$ cat config.mk
export PLATFORM = sky130hd
export DESIGN_NAME = fp_mul_pipe
export DESIGN_NICKNAME = d
export VERILOG_FILES = /design/src/rtl/fp_mul_pipe.sv
export SDC_FILE = /design/constraint.sdc
export NUM_CORES = 2
export LEC_CHECK = 0
export ABC_AREA = 1
export CELL_PAD_IN_SITES_DETAIL_PLACEMENT = 1
export CELL_PAD_IN_SITES_GLOBAL_PLACEMENT = 1
export CORE_ASPECT_RATIO = 1.1
export CORE_MARGIN = 1.5
export CORE_UTILIZATION = 45
export CTS_BUF_LIST = sky130_fd_sc_hd__clkbuf_8
export DETAILED_ROUTE_END_ITERATION = 12
export PLACE_DENSITY = 0.83
export SYNTH_ARGS = -nofsm -noshare
export SYNTH_HDL_FRONTEND = slang
export SYNTH_SLANG_ARGS = --single-unit
$ cat constraint.sdc
create_clock -name clk -period 15 [get_ports clk]
set_input_delay 3 -clock clk [delete_from_list [all_inputs] [get_ports clk]]
set_output_delay 3 -clock clk [all_outputs]
set_load 0.02 [all_outputs]
$ cat src/rtl/fp_mul_pipe.sv
// fp_mul_pipe: 4-stage IEEE-754-style multiplier with RNE, DAZ/FTZ, valid/ready backpressure; ports clk rst in_valid in_ready a b out_valid out_ready result overflow underflow invalid inexact
module fp_mul_pipe #(
  parameter int EXP_W = 8,
  parameter int MAN_W = 23,
  localparam int W = 1 + EXP_W + MAN_W
) (
  input  logic         clk,
  input  logic         rst,
  input  logic         in_valid,
  output logic         in_ready,
  input  logic [W-1:0] a,
  input  logic [W-1:0] b,
  output logic         out_valid,
  input  logic         out_ready,
  output logic [W-1:0] result,
  output logic         overflow,
  output logic         underflow,
  output logic         invalid,
  output logic         inexact
);
  localparam int M = MAN_W + 1;
  localparam int EW = EXP_W + 2;
  localparam int BIAS = 2 ** (EXP_W - 1) - 1;
  localparam logic [EXP_W:0] EMAX = {1'b0, {EXP_W{1'b1}}};
  localparam logic [W-1:0] QNAN = {1'b0, {EXP_W{1'b1}}, 1'b1, {(MAN_W-1){1'b0}}};
  localparam logic [W-2:0] INF = {{EXP_W{1'b1}}, {MAN_W{1'b0}}};
  logic adv;
  logic [EXP_W-1:0] ea, eb, ea1, eb1;
  logic [MAN_W-1:0] fa, fb, f3, fr;
  logic a_zero, b_zero, a_inf, b_inf, a_nan, b_nan;
  logic [2:0] cls, c1, c2, c3;
  logic v1, v2, v3, s1, s2, s3;
  logic [M-1:0] ma1, mb1;
  logic signed [EW-1:0] e2, e3, er;
  logic [2*M-1:0] p2, n;
  logic g3, st3, inc, carry, ovf_r, unf_r, spec;
  logic [W-1:0] res;
  logic ovf, unf, inx;
  assign adv = !out_valid | out_ready;
  assign in_ready = adv;
  assign ea = a[W-2 -: EXP_W];
  assign eb = b[W-2 -: EXP_W];
  assign fa = a[MAN_W-1:0];
  assign fb = b[MAN_W-1:0];
  assign a_zero = ~|ea;
  assign b_zero = ~|eb;
  assign a_inf = &ea & ~|fa;
  assign b_inf = &eb & ~|fb;
  assign a_nan = &ea & |fa;
  assign b_nan = &eb & |fb;
  assign cls = {a_nan | b_nan | (a_inf & b_zero) | (a_zero & b_inf), a_inf | b_inf, a_zero | b_zero};
  assign n = p2[2*M-1] ? p2 : p2 << 1;
  assign inc = g3 & (st3 | f3[0]);
  assign {carry, fr} = {1'b0, f3} + (MAN_W+1)'(inc);
  assign er = e3 + EW'(carry);
  assign ovf_r = ~er[EW-1] & (er[EW-2:0] >= EMAX);
  assign unf_r = er[EW-1] | ~|er;
  assign spec = |c3;
  assign res = c3[2] ? QNAN :
               c3[1] ? {s3, INF} :
               c3[0] ? {s3, {(W-1){1'b0}}} :
               ovf_r ? {s3, INF} :
               unf_r ? {s3, {(W-1){1'b0}}} :
               {s3, er[EXP_W-1:0], fr};
  assign ovf = !spec & ovf_r;
  assign unf = !spec & !ovf_r & unf_r;
  assign inx = !spec & (ovf_r | unf_r | g3 | st3);
  always_ff @(posedge clk or posedge rst) begin
    if (rst) begin
      {v1, v2, v3, s1, s2, s3, c1, c2, c3} <= '0;
      {ea1, eb1, ma1, mb1, e2, p2, e3, f3, g3, st3} <= '0;
      {out_valid, result, overflow, underflow, invalid, inexact} <= '0;
    end else if (adv) begin
      v1 <= in_valid;
      s1 <= a[W-1] ^ b[W-1];
      c1 <= cls;
      ea1 <= ea;
      eb1 <= eb;
      ma1 <= {1'b1, fa};
      mb1 <= {1'b1, fb};
      v2 <= v1;
      s2 <= s1;
      c2 <= c1;
      e2 <= {2'b0, ea1} + {2'b0, eb1} - EW'(BIAS);
      p2 <= (2*M)'(ma1) * (2*M)'(mb1);
      v3 <= v2;
      s3 <= s2;
      c3 <= c2;
      e3 <= e2 + EW'(p2[2*M-1]);
      f3 <= n[2*M-2 -: MAN_W];
      g3 <= n[MAN_W];
      st3 <= |n[MAN_W-1:0];
      out_valid <= v3;
      result <= res;
      overflow <= ovf;
      underflow <= unf;
      invalid <= c3[2];
      inexact <= inx;
    end
  end
endmodule

; ---- Word level (Yosys, flattened, before mapping)
; Index checks and enable logic that the tools add are counted.
[totals]
regBits = 209
input_bits = 68
out_inout_bits = 38
word_cells = 80
[classes]
add_sub_neg = 5
n_mul = 1
order_cmp = 1
n_mux = 6
bitwise_logic = 25
n_reduce_logical = 17
[op_table]
columns = operator, n
row1 = $mux 31, 4
row2 = $reduce_or 23->1, 3
row3 = $mul 24x24->48, 1
row4 = $mux 47, 1
row5 = $mux 32, 1
row6 = $add 23x1->24, 1
row7 = $add 10x1->10, 2
row8 = $reduce_and 8->1, 2
row9 = $reduce_or 8->1, 2
row10 = $and 1x1->1, 12
row11 = $or 1x1->1, 11
row12 = $reduce_or 10->1, 1
row13 = $sub 9x7->10 const B, 1
row14 = $add 8x8->9, 1
row15 = $ge 9x8->1 const B, 1
row16 = $logic_not 1->1, 8
row17 = $reduce_or 3->1, 1
row18 = $not 1->1, 1
row19 = $xor 1x1->1, 1

; ---- Depth between registers and ports, before layout
[logic_depth]
ltp_word = 12
depth_mapped = 31
mapped_depth_nobuf = 29

; ---- Least setup slack after synthesis
; OpenSTA, ideal clock, no wires.
[synth_timing]
kind = input-to-output
startpoint = input out_ready
endpoint = output in_ready
arrival_time_ns = 3.974
required_time_ns = 12.000
setup_slack_ns = 8.026
path_stages = 5
path_buffers = 3
cell_sequence = nor2_1 -> buf_2 -> inv_2 -> clkbuf_1 -> clkbuf_1
[synth_between]
elab_chain_len = 1
[synth_lines]
columns = element, line_no
row1 = start: declaration, 14  ; input logic out_ready,
row2 = $or 1x1->1, 39  ; assign adv = !out_valid | out_ready;
row3 = end: declaration, 10  ; output logic in_ready,
; No other way between the ends.

; ---- Worst setup path after layout
; Ends and elaborated chain as after synthesis.

==> run_summary.xml <==
<?xml version="1.0" encoding="UTF-8"?>
<metrics>
  <group name="outcome">
    <metric name="run_status" unit="">completed</metric>
  </group>
  <group name="run">
    <metric name="max_cap_viol_count" unit="">0</metric>
  </group>
  <group name="sta">
    <metric name="grt_setup_unrepaired" unit="">false</metric>
    <metric name="final-max-slew-violation-count" unit="">0</metric>
    <metric name="hold_viol_final" unit="">0</metric>
    <metric name="finalCritPeriodShare" unit="">0.5624</metric>
    <metric name="worst_slew_pin_slew" unit="ns">1.277</metric>
    <metric name="report.final.setup_viol" unit="">0</metric>
    <metric name="finalCriticalPeriod" unit="ns">8.436</metric>
    <metric name="maxClockFrequency" unit="MHz">118.5</metric>
    <metric name="max-slew-margin-rel" unit="">0.1483</metric>
    <metric name="setup_tns" unit="ns">0</metric>
    <metric name="clock_skew" unit="ns">0.07143</metric>
  </group>
  <group name="setup_path">
    <metric name="data_required_time_of_the_critical_path" unit="ns">12.00</metric>
    <metric name="setup.reg_to_reg.worst_slack" unit="ns">7.90</metric>
    <metric name="r2r-start" unit="">mb1[11]</metric>
    <metric name="cp_max_fo" unit="">92</metric>
    <metric name="data_arrival_time_of_the_critical_path" unit="ns">5.44</metric>
    <metric name="worstSetupEndpoint" unit="">in_ready</metric>
    <metric name="worst_setup_path_end_kind" unit="">primary output</metric>
    <metric name="crit_path_start" unit="">out_ready</metric>
    <metric name="worstRegToRegCells" unit="">25</metric>
    <metric name="timing_worst_setup_path_type" unit="">input port to primary output</metric>
    <metric name="r2r_end" unit="">p2[28]</metric>
    <metric name="critical_path.startpoint_type" unit="">input port</metric>
  </group>
  <group name="detailed_routing">
    <metric name="detail_route.first_pass.iterations" unit="">5</metric>
    <metric name="detailroute.via_count" unit="">25553</metric>
    <metric name="wl_per_cell" unit="um">18.65</metric>
    <metric name="detail_route.drc_violations" unit="">0</metric>
    <metric name="dr.first_iter.drc_count" unit="">1360</metric>
    <metric name="routed_wirelength" unit="mm">92.24</metric>
    <metric name="viasPerCell" unit="">5.167</metric>
    <metric name="drtAntennaViolNets" unit="">0</metric>
  </group>
  <group name="layout">
    <metric name="fill_cells" unit="">8439</metric>
    <metric name="share_of_cells_above_drive_strength_1" unit="">0.03647</metric>
    <metric name="design.final.nets" unit="">4808</metric>
    <metric name="final-seq-area" unit="sq mm">0.005205</metric>
    <metric name="area_used_by_multi_input_combinational_logic" unit="sq mm">0.02040</metric>
    <metric name="syn2layout_area_growth" unit="%">8.388</metric>
  </group>
  <group name="synthesis">
    <metric name="top_ff_cell_synth" unit="">dfrtp_1</metric>
    <metric name="yosys.cell_count.top_type" unit="">nand2_1</metric>
    <metric name="async_flop_share" unit="">1.000</metric>
    <metric name="yosysSeqAreaShare" unit="">0.1719</metric>
    <metric name="syn_area_per_cell" unit="sq um">7.464</metric>
    <metric name="netlist_instances" unit="">4057</metric>
    <metric name="synth-edff-count" unit="">0</metric>
    <metric name="yosys_warnings" unit="">0</metric>
    <metric name="yosys_register_bits" unit="">208</metric>
    <metric name="synth.cells.most_frequent" unit="">1311 x nand2_1, 1043 x inv_1, 483 x fa_1, 208 x dfrtp_1, 195 x ha_1</metric>
    <metric name="synth.top_cells.by_area" unit="">fa_1 32%, dfrtp_1 17%, nand2_1 16%</metric>
    <metric name="synthesis.area" unit="sq mm">0.03028</metric>
    <metric name="ys_types" unit="">43</metric>
    <metric name="post-synth-top-area-fraction" unit="">0.3193</metric>
    <metric name="syn_nets" unit="">4803</metric>
    <metric name="synth_area_leader_cell" unit="">fa_1</metric>
  </group>
  <group name="clock_tree">
    <metric name="cts-buffers-inserted" unit="">38</metric>
    <metric name="ctsRootBufferMaster" unit="">clkbuf_8</metric>
    <metric name="path_clk_slew" unit="ns">0.06</metric>
    <metric name="insertion_delay_to_the_later_sink_of_the_worst_skew_pair" unit="ns">0.64</metric>
    <metric name="cts_tree" unit="">yes</metric>
    <metric name="clock_sinks" unit="">208</metric>
    <metric name="htree_levels" unit="">2</metric>
    <metric name="cts_resized" unit="">0</metric>
    <metric name="postCtsSetupBuffers" unit="">0</metric>
    <metric name="max-clock-path-buffers" unit="">3</metric>
    <metric name="ctsHoldBuffers" unit="">0</metric>
  </group>
  <group name="place">
    <metric name="place_hpwl" unit="mm">72.99</metric>
    <metric name="port_buffers" unit="">105</metric>
    <metric name="gp_congestion" unit="">0.9262</metric>
  </group>
  <group name="grt">
    <metric name="largest_net_degree_at_the_start_of_global_routing" unit="">104</metric>
    <metric name="number_of_antenna_violations_at_the_first_check_in_global_routing" unit="">1</metric>
    <metric name="grt_pass1_vias" unit="">28784</metric>
    <metric name="globalRouteOverflowTotal" unit="">0</metric>
    <metric name="grt_util_all_layers" unit="">0.2806</metric>
    <metric name="wire_length_of_the_first_global_routing_pass" unit="mm">152.8</metric>
  </group>
  <group name="die">
    <metric name="ios" unit="">106</metric>
    <metric name="chipWidth" unit="um">250.3</metric>
    <metric name="row_count" unit="">99</metric>
    <metric name="design.core.area" unit="sq mm">0.06639</metric>
    <metric name="start_util" unit="">0.4561</metric>
    <metric name="floorplan.die.height" unit="um">275.1</metric>
    <metric name="die-area" unit="sq mm">0.06886</metric>
  </group>
  <group name="worst_hold_path">
    <metric name="hold_class" unit="">flip-flop to flip-flop</metric>
    <metric name="hold-path-cell-count" unit="">1</metric>
  </group>
</metrics>
cell type report:
cell class | count | area share
Clock buffer | 44 | 0.01845
Multi-Input combinational cell | 2611 | 0.6217
Timing Repair Buffer | 156 | 0.04369
Clock inverter | 20 | 0.004689
Antenna cell | 1 | 0.00007625
Sequential cell | 208 | 0.1586
Inverter | 1047 | 0.1201
Tap cell | 858 | 0.03271
metal layers:
metal / track usage / share of wire
met1: 0.3467 / 0.41
met2: 0.5069 / 0.51
met3: 0.04040 / 0.055
met4: 0.08565 / 0.029
met5: 0 / 0
stage by stage:
stage                     instances  hold slack, ns  cell area (sq um)    util  setup slack [ns]
after floorplan                4057          0.4400              30280       -             6.319
after CTS                      4944          0.4821              32820  0.4943             6.499
after global routing           4945          0.5090              32820  0.4943             6.369
final                          4945          0.4771              32820  0.4943             6.564
after global placement         4880          0.4490              32060  0.4829             6.523
after detailed placement       4880          0.4668              32060  0.4829             6.521
worst min-delay path by stage:
stage	slack, ns	end	startpoint
2_1_floorplan	0.44	out_valid	v3
3_3_place_gp	0.45	out_valid	v3
3_5_place_dp	0.47	out_valid	v3
4_1_cts	0.48	out_valid	v3
5_1_grt	0.51	inexact	inexact
6_report	0.48	out_valid	v3
critical path: stages:
cell and delay, ns:
clkdlybuf4s50_1 0.45, nor2_4 0.84, inv_6 0.46, clkdlybuf4s50_1 0.68
layout by cell type, fill, tap and decap left out, drive strengths merged:
| master | n |
|---|---|
| a21o | 1 |
| inv | 1059 |
| nor3 | 19 |
| a2111oi | 1 |
| clkinv | 5 |
| fa | 483 |
| dfrtp | 208 |
| a21oi | 56 |
| xnor2 | 21 |
| o21bai | 5 |
| nand2 | 1315 |
| a211oi | 2 |
| o211ai | 10 |
| o21a | 11 |
| a31oi | 2 |
| nor2 | 173 |
| nor4 | 7 |
| and2 | 1 |
| diode | 1 |
| clkdlybuf4s50 | 105 |
| clkinvlp | 1 |
| ha | 195 |
| and3 | 2 |
| xor2 | 18 |
| nand3b | 12 |
| buf | 51 |
| o21ai | 128 |
| clkbuf | 44 |
| nor3b | 2 |
| or2 | 11 |
| bufinv | 2 |
| o22ai | 5 |
| a22o | 1 |
| nand3 | 88 |
| nand4 | 41 |
| o31ai | 1 |
registers in the layout, indices dropped and copies added, names as in the netlist, 3 cells and up:
name	cells
result	32
ea1	8
p2	48
mb1	23
eb1	8
f3	23
c1	3
e3	10
c3	3
e2	10
c2	3
ma1	24
kinds of logic (layout without fill, tap and decap cells):
| logic type | count (synthesis) | after routing | share of synthesized area |
|---|---|---|---|
| AO/OA/AOI/OAI | 223 | 223 | 0.04273 |
| XOR/XNOR | 39 | 39 | 0.01128 |
| adder cells (fa/ha/maj) | 678 | 678 | 0.3999 |
| buffers and inverters | 1238 | 1267 | 0.1545 |
| flip-flops | 208 | 208 | 0.1719 |
| other | 0 | 1 | 0 |
| AND/OR/NAND/NOR | 1671 | 1671 | 0.2197 |
Power is left out: the tool's default activity adds up to more than one toggle a clock period on the data nets, which glitch-free logic cannot reach.
